## config.mk

```make
export PLATFORM = sky130hd
export DESIGN_NAME = multi_channel_debouncer
export DESIGN_NICKNAME = d
export VERILOG_FILES = /design/src/rtl/multi_channel_debouncer.sv
export SDC_FILE = /design/constraint.sdc
export NUM_CORES = 1
export LEC_CHECK = 0
export CAP_MARGIN = 0
export CORE_MARGIN = 2
export CORE_UTILIZATION = 45
export DETAILED_ROUTE_END_ITERATION = 8
export GPL_TIMING_DRIVEN = 0
export PLACE_DENSITY = 0.63
export SYNTH_ARGS = -nofsm -noshare
export SYNTH_HDL_FRONTEND = slang
export SYNTH_SLANG_ARGS = --single-unit
```

## constraint.sdc

```tcl
create_clock -name clk -period 2.59 [get_ports clk]
set_clock_uncertainty 0.15 [all_clocks]
set_input_delay 0.259 -clock clk [delete_from_list [all_inputs] [get_ports clk]]
set_output_delay 0.259 -clock clk [all_outputs]
set_load 0.005 [all_outputs]
```

## src/rtl/multi_channel_debouncer.sv

```systemverilog
// N-channel switch debouncer: each raw input is synchronised, then accepted only after
// holding a new level for STABLE_COUNT consecutive cycles. Emits level plus rise/fall pulses.
module multi_channel_debouncer #(
    parameter int unsigned CHANNELS     = 2,
    parameter int unsigned SYNC_STAGES  = 2,
    parameter int unsigned STABLE_COUNT = 20000,
    parameter int unsigned CNT_WIDTH    = 16,
    parameter logic        RESET_LEVEL  = 1'b0
) (
    input  logic                clk,
    input  logic                rst_n,
    input  logic [CHANNELS-1:0] in_i,
    input  logic [CHANNELS-1:0] en_i,
    output logic [CHANNELS-1:0] out_o,
    output logic [CHANNELS-1:0] rise_o,
    output logic [CHANNELS-1:0] fall_o,
    output logic [CHANNELS-1:0] busy_o
);
    localparam logic [CNT_WIDTH-1:0] CNT_LAST = CNT_WIDTH'(STABLE_COUNT - 1);

    generate
        if (CHANNELS < 1) begin : g_bad_channels
            $error("CHANNELS must be at least 1");
        end
        if (SYNC_STAGES < 2) begin : g_bad_sync
            $error("SYNC_STAGES must be at least 2");
        end
        if ((STABLE_COUNT < 1) || ((64'd1 << CNT_WIDTH) < 64'(STABLE_COUNT))) begin : g_bad_cnt
            $error("CNT_WIDTH too small for STABLE_COUNT, or STABLE_COUNT is zero");
        end
    endgenerate

    logic [CHANNELS-1:0][SYNC_STAGES-1:0] sync_q, sync_d;
    logic [CHANNELS-1:0][CNT_WIDTH-1:0]   cnt_q, cnt_d;
    logic [CHANNELS-1:0]                  out_q, out_d;
    logic [CHANNELS-1:0]                  rise_q, rise_d;
    logic [CHANNELS-1:0]                  fall_q, fall_d;
    logic [CHANNELS-1:0]                  sync_s;

    // Synchroniser shift and per-channel qualification, independent of every other channel.
    always_comb begin
        sync_d = sync_q;
        cnt_d  = cnt_q;
        out_d  = out_q;
        rise_d = '0;
        fall_d = '0;
        sync_s = '0;
        for (int i = 0; i < int'(CHANNELS); i++) begin
            sync_d[i] = {sync_q[i][SYNC_STAGES-2:0], in_i[i]};
            sync_s[i] = sync_q[i][SYNC_STAGES-1];
            if (!en_i[i]) begin
                cnt_d[i] = '0;
            end else if (sync_s[i] == out_q[i]) begin
                // A bounce back to the accepted level restarts qualification.
                cnt_d[i] = '0;
            end else if (cnt_q[i] == CNT_LAST) begin
                cnt_d[i]  = '0;
                out_d[i]  = sync_s[i];
                rise_d[i] = sync_s[i];
                fall_d[i] = ~sync_s[i];
            end else begin
                cnt_d[i] = cnt_q[i] + CNT_WIDTH'(1);
            end
        end
    end

    always_ff @(posedge clk or negedge rst_n) begin
        if (!rst_n) begin
            sync_q <= {(CHANNELS*SYNC_STAGES){RESET_LEVEL}};
            cnt_q  <= '0;
            out_q  <= {CHANNELS{RESET_LEVEL}};
            rise_q <= '0;
            fall_q <= '0;
        end else begin
            sync_q <= sync_d;
            cnt_q  <= cnt_d;
            out_q  <= out_d;
            rise_q <= rise_d;
            fall_q <= fall_d;
        end
    end

    // busy tracks the counter register directly.
    always_comb begin
        busy_o = '0;
        for (int i = 0; i < int'(CHANNELS); i++) begin
            busy_o[i] = (cnt_q[i] != '0);
        end
    end

    assign out_o  = out_q;
    assign rise_o = rise_q;
    assign fall_o = fall_q;

endmodule

```

After elaboration in Yosys (flattened, before gate mapping)

Cells that the tools add are included.
Widths: inputs -> output; s select.

$add $sub $neg: 2
Mux-type cells: 18
Equality and inequality tests: 4
Reductions and logical operators: 4
Bitwise operators: 4

Operators with widths:

| cell                  | count |
|---|---|
| $mux 16               | 6 |
| $add 16x1->16 const B | 2 |
| $eq 16x15->1 const B  | 2 |
| $reduce_bool 16->1    | 2 |
| $mux 1                | 12 |
| $reduce_and 3->1      | 2 |
| $not 1->1             | 4 |
| $eq 1x1->1            | 2 |

Logic and storage cells: 40
Flip-flop bits (word level): 42

Depth between registers and ports, before layout

Depth after elaboration: 4
Mapped depth: 7
Depth with buffers taken out: 5

Worst setup path after synthesis

OpenSTA, ideal clock, no wires.

Path kind: reg-to-reg
Start: register cnt_q[23] (netlist bit)
End: register out_q[1], in the netlist out_o[1]
Period minus slack after synthesis: 2205 ps
Setup slack: 385 ps
Data required time: 2313 ps
Stages on the path, launching flop included: 5
Data arrival time: 1927 ps
Path through: dfrtp_1 -> or4_4 -> or4_4 -> nor2_4 -> mux2_1

Longest elaborated chain between the ends: 2

Ends and longest elaborated chain:

| what                              | line | text |
|---|---|---|
| start: declaration                | 34   | `logic [CHANNELS-1:0][CNT_WIDTH-1:0] cnt_q, cnt_d;` |
| start signal: assignment          | 76   | `cnt_q <= cnt_d;` |
| $eq 16x15->1                      | 56   | `end else if (cnt_q[i] == CNT_LAST) begin` |
| $reduce_and 3->1 (no source line) | n/a  |  |
| end signal: assignment            | 71   | `out_q <= {CHANNELS{RESET_LEVEL}};` |
| end signal: assignment            | 77   | `out_q <= out_d;` |
| end: declaration                  | 35   | `logic [CHANNELS-1:0] out_q, out_d;` |

Every way passes these cells.
A chain may end at the register's enable or synchronous reset.

Worst setup path after layout

Start: register cnt_q[6] (netlist bit)
End: output busy_o[0]

Longest elaborated chain between the ends: 1

Ends and longest elaborated chain:

| what               | line | text |
|---|---|---|
| $reduce_bool 16->1 | 87   | `busy_o[i] = (cnt_q[i] != '0);` |
| end: declaration   | 17   | `output logic [CHANNELS-1:0] busy_o` |

Every way passes these cells.

==> summary.txt <==
Yosys
  • Syn_nets: between 200 and 250
  • Asr flop ratio synth: 1.00
  • Library cells used by synthesis: 27
  • Post-Syn Area: 2050 µm²
  • Post-synth EDFFs: 0
  • Cells taking the most area after synthesis: dfrtp_1, xnor2_1, nor2_1, nand4_1, nor4_1
  • Top-count cell post-synth: dfrtp_1
  • Synthesis warning total: 0
  • Synth top cells by count: dfrtp_1, nor2_1, xnor2_1, nand3_1, nand4_1
  • Primary FF master, synth: dfrtp_1
  • Syn_area_per_cell: 10.2 µm²
  • Yosys top cell by area: dfrtp_1
  • Sequential element share of the synthesized area: 0.512
  • Gate Count Post-Synth: 202
  • #FFs+latches synth: 42
  • Yosys top cell area share: 0.512

Clocking
  • CTS HTree Levels: 2
  • CTS tree: built
  • Root Buffer: clkbuf_8
  • CTS sink count: 42
  • Post-cts gate resize count: 0
  • CTS buffer count: 5
  • Post CTS Setup Buffer Count: 0
  • Clock slew at reported path FFs: roughly 0.070 ns
  • Clock Path Buffers: 2
  • Clock Latency Late Sink: 0.30 ns

STA
  • Minimum clock period: ~2.4 ns
  • RSZ-0062 raised after global routing: no
  • Max_slew headroom: 0.746
  • Highest Clock Rate: approximately 0.42 GHz
  • Final-report hold violation count: 0
  • Final worst-path cycle share: 0.915
  • Setup TNS Final: 0 ns
  • Max Slew Vio Count: 0
  • Count of final setup violators: 0
  • Worst-Margin Slew: around 0.38 ns

Hold path
  • Hold Crit Class: register to register

Route
  • Initial DRC Count: 111
  • Drt pass-1 iters: 4
  • Post-DR wirelength/cell: 13.4 µm
  • Vias per inst: between 5 and 6
  • DR vias: ~1,500
  • Number of routed nets with antenna violations: 0
  • Total Routed Length: about 3700 µm
  • DRC viols: 0

Worst setup path
  • Setup CP Type: register to output port
  • Worst setup SP type: register
  • Worst EP arrival: 1.96 ns
  • Worst Path Required: roughly 2.2 ns
  • Endpoint class of the critical path: output port
  • Critical Path Fanout Max: 5

Global route
  • Largest net degree at the start of global routing: 30
  • Initial antenna violation count: 0
  • All-Layer GR Usage: 0.167
  • Total gr overflow: 0
  • First-pass GRT wire length: about 6600 µm
  • Vias in the first global route: approximately 1,400

Die
  • Core area: about 4400 µm²
  • Initial Util: 0.468
  • Die height: ~72 µm
  • Ports: 14
  • Cell Rows: 24
  • Width of the die: a little over 70 µm
  • Total die area: 5120 µm²

Placement
  • Dpl hpwl: around 2600 µm
  • Port bufs: 13
  • GPL Wtd Cong: between 0.8 and 0.9

Pwr
  • Leak: 0.937 nW
  • Power Dens Cells: 512 nW/µm²
  • Max IR drop VDD: approximately 0.18 mV

Cells and area
  • Layout net count: between 200 and 250
  • Final core occ: 0.543
  • Share of cells above drive strength 1: 0.129
  • Fillers: around 420
  • N_diodes: 0
  • Synth-to-Final Area Change: 16.1%

Flow run
  • Max-cap viol count: 0

Outcome
  • Outcome: finished, final reports clean
## what timing repair did
item	in CTS	in global routing
setup endpoints to repair	0	0
hold endpoints to repair	13	0
hold buffers	1	0
## stage by stage
stage	worst slack [ns]	total power, mW	hold slack (ns)	cells	cell area (µm²)
floorplan	0.385	0.705	-0.187	202	2050
global placement	0.0252	0.739	0.184	267	2250
detailed placement	0.302	0.742	0.0349	268	2260
CTS	0.198	1.24	0.205	277	2380
global route	0.0542	1.28	0.224	277	2380
finish	0.221	1.22	0.202	277	2380
## critical path: stages, from the launching register on
cell             delay, ns
dfrtp_1               0.44
or4_1                 0.56
nor2_1                0.13
nand3_1               0.08
clkdlybuf4s50_1       0.45
## routing by layer
metal / GRT usage / wire length (µm) / share of wire / up-vias
met2: 0.239 / 1610 / 0.43 / 18
met1: 0.233 / 1870 / 0.50 / 705
met5: 0 / 0 / 0 / -
met4: 0.0755 / 72 / 0.019 / 0
li1: - / - / - / 728
met3: 0.0520 / 154 / 0.042 / 7
## area by class of cell
class / count / area, µm² / area share
Timing Repair Buffer: 15 / 155 / 0.0651
Clock buffer: 8 / 110 / 0.0462
Multi-Input combinational cell: 142 / 915 / 0.384
Buffer: 7 / 45.0 / 0.0189
Sequential cell: 42 / 1050 / 0.441
Tap cell: 52 / 65.1 / 0.0273
Inverter: 11 / 41.3 / 0.0173
## cells by family after synthesis
logic type,share of synthesized area
mux,0.0110
fa+ha+maj,0.0244
buf+inv,0.0421
flops,0.512
xor+xnor,0.128
simple gates,0.282
## worst paths after layout
kind | from | end | slack, ns | cells after the start
min in group asynchronous | rst_n | cnt_q[3] | 0.24 | 2
max in group asynchronous | rst_n | cnt_q[26] | 1.60 | 3
max | cnt_q[6] | busy_o[0] | 0.22 | 4
min | sync_d[1] | sync_q[1] | 0.20 | 0
min reg2reg | sync_d[1] | sync_q[1] | 0.20 | 0
max reg2reg | cnt_q[23] | out_o[1] | 0.31 | 4
## layout by cell type, fill, tap and decap left out, types with 3 or more instances in the layout
master | synthesis | routed
buf_2 | 2 | 3
clkbuf_1 | 4 | 4
clkbuf_8 | 0 | 8
clkdlybuf4s50_1 | 0 | 12
dfrtp_1 | 42 | 42
ha_1 | 4 | 4
inv_1 | 11 | 11
nand2_1 | 9 | 9
nand3_1 | 12 | 12
nand4_1 | 12 | 12
nor2_1 | 28 | 28
nor2_2 | 10 | 10
nor3_1 | 9 | 9
nor4_1 | 11 | 11
xnor2_1 | 23 | 23
xor2_1 | 7 | 7
## power breakdown
part | total [mW] | leakage [nW] | internal, mW | switching, mW
clock | 0.491 | 0.0575 | 0.269 | 0.222
sequential | 0.668 | 0.576 | 0.661 | 0.00697
combinational | 0.0596 | 0.304 | 0.0260 | 0.0336
total | 1.22 | 0.937 | 0.956 | 0.262
## sequential cells by signal (all words and copies together), names as in the netlist
| name | count |
|---|---|
| cnt_q | 32 |
| fall_o | 2 |
| out_o | 2 |
| rise_o | 2 |
| sync_d | 2 |
| sync_q | 2 |
No activity file was read; power rests on OpenSTA's default activity.
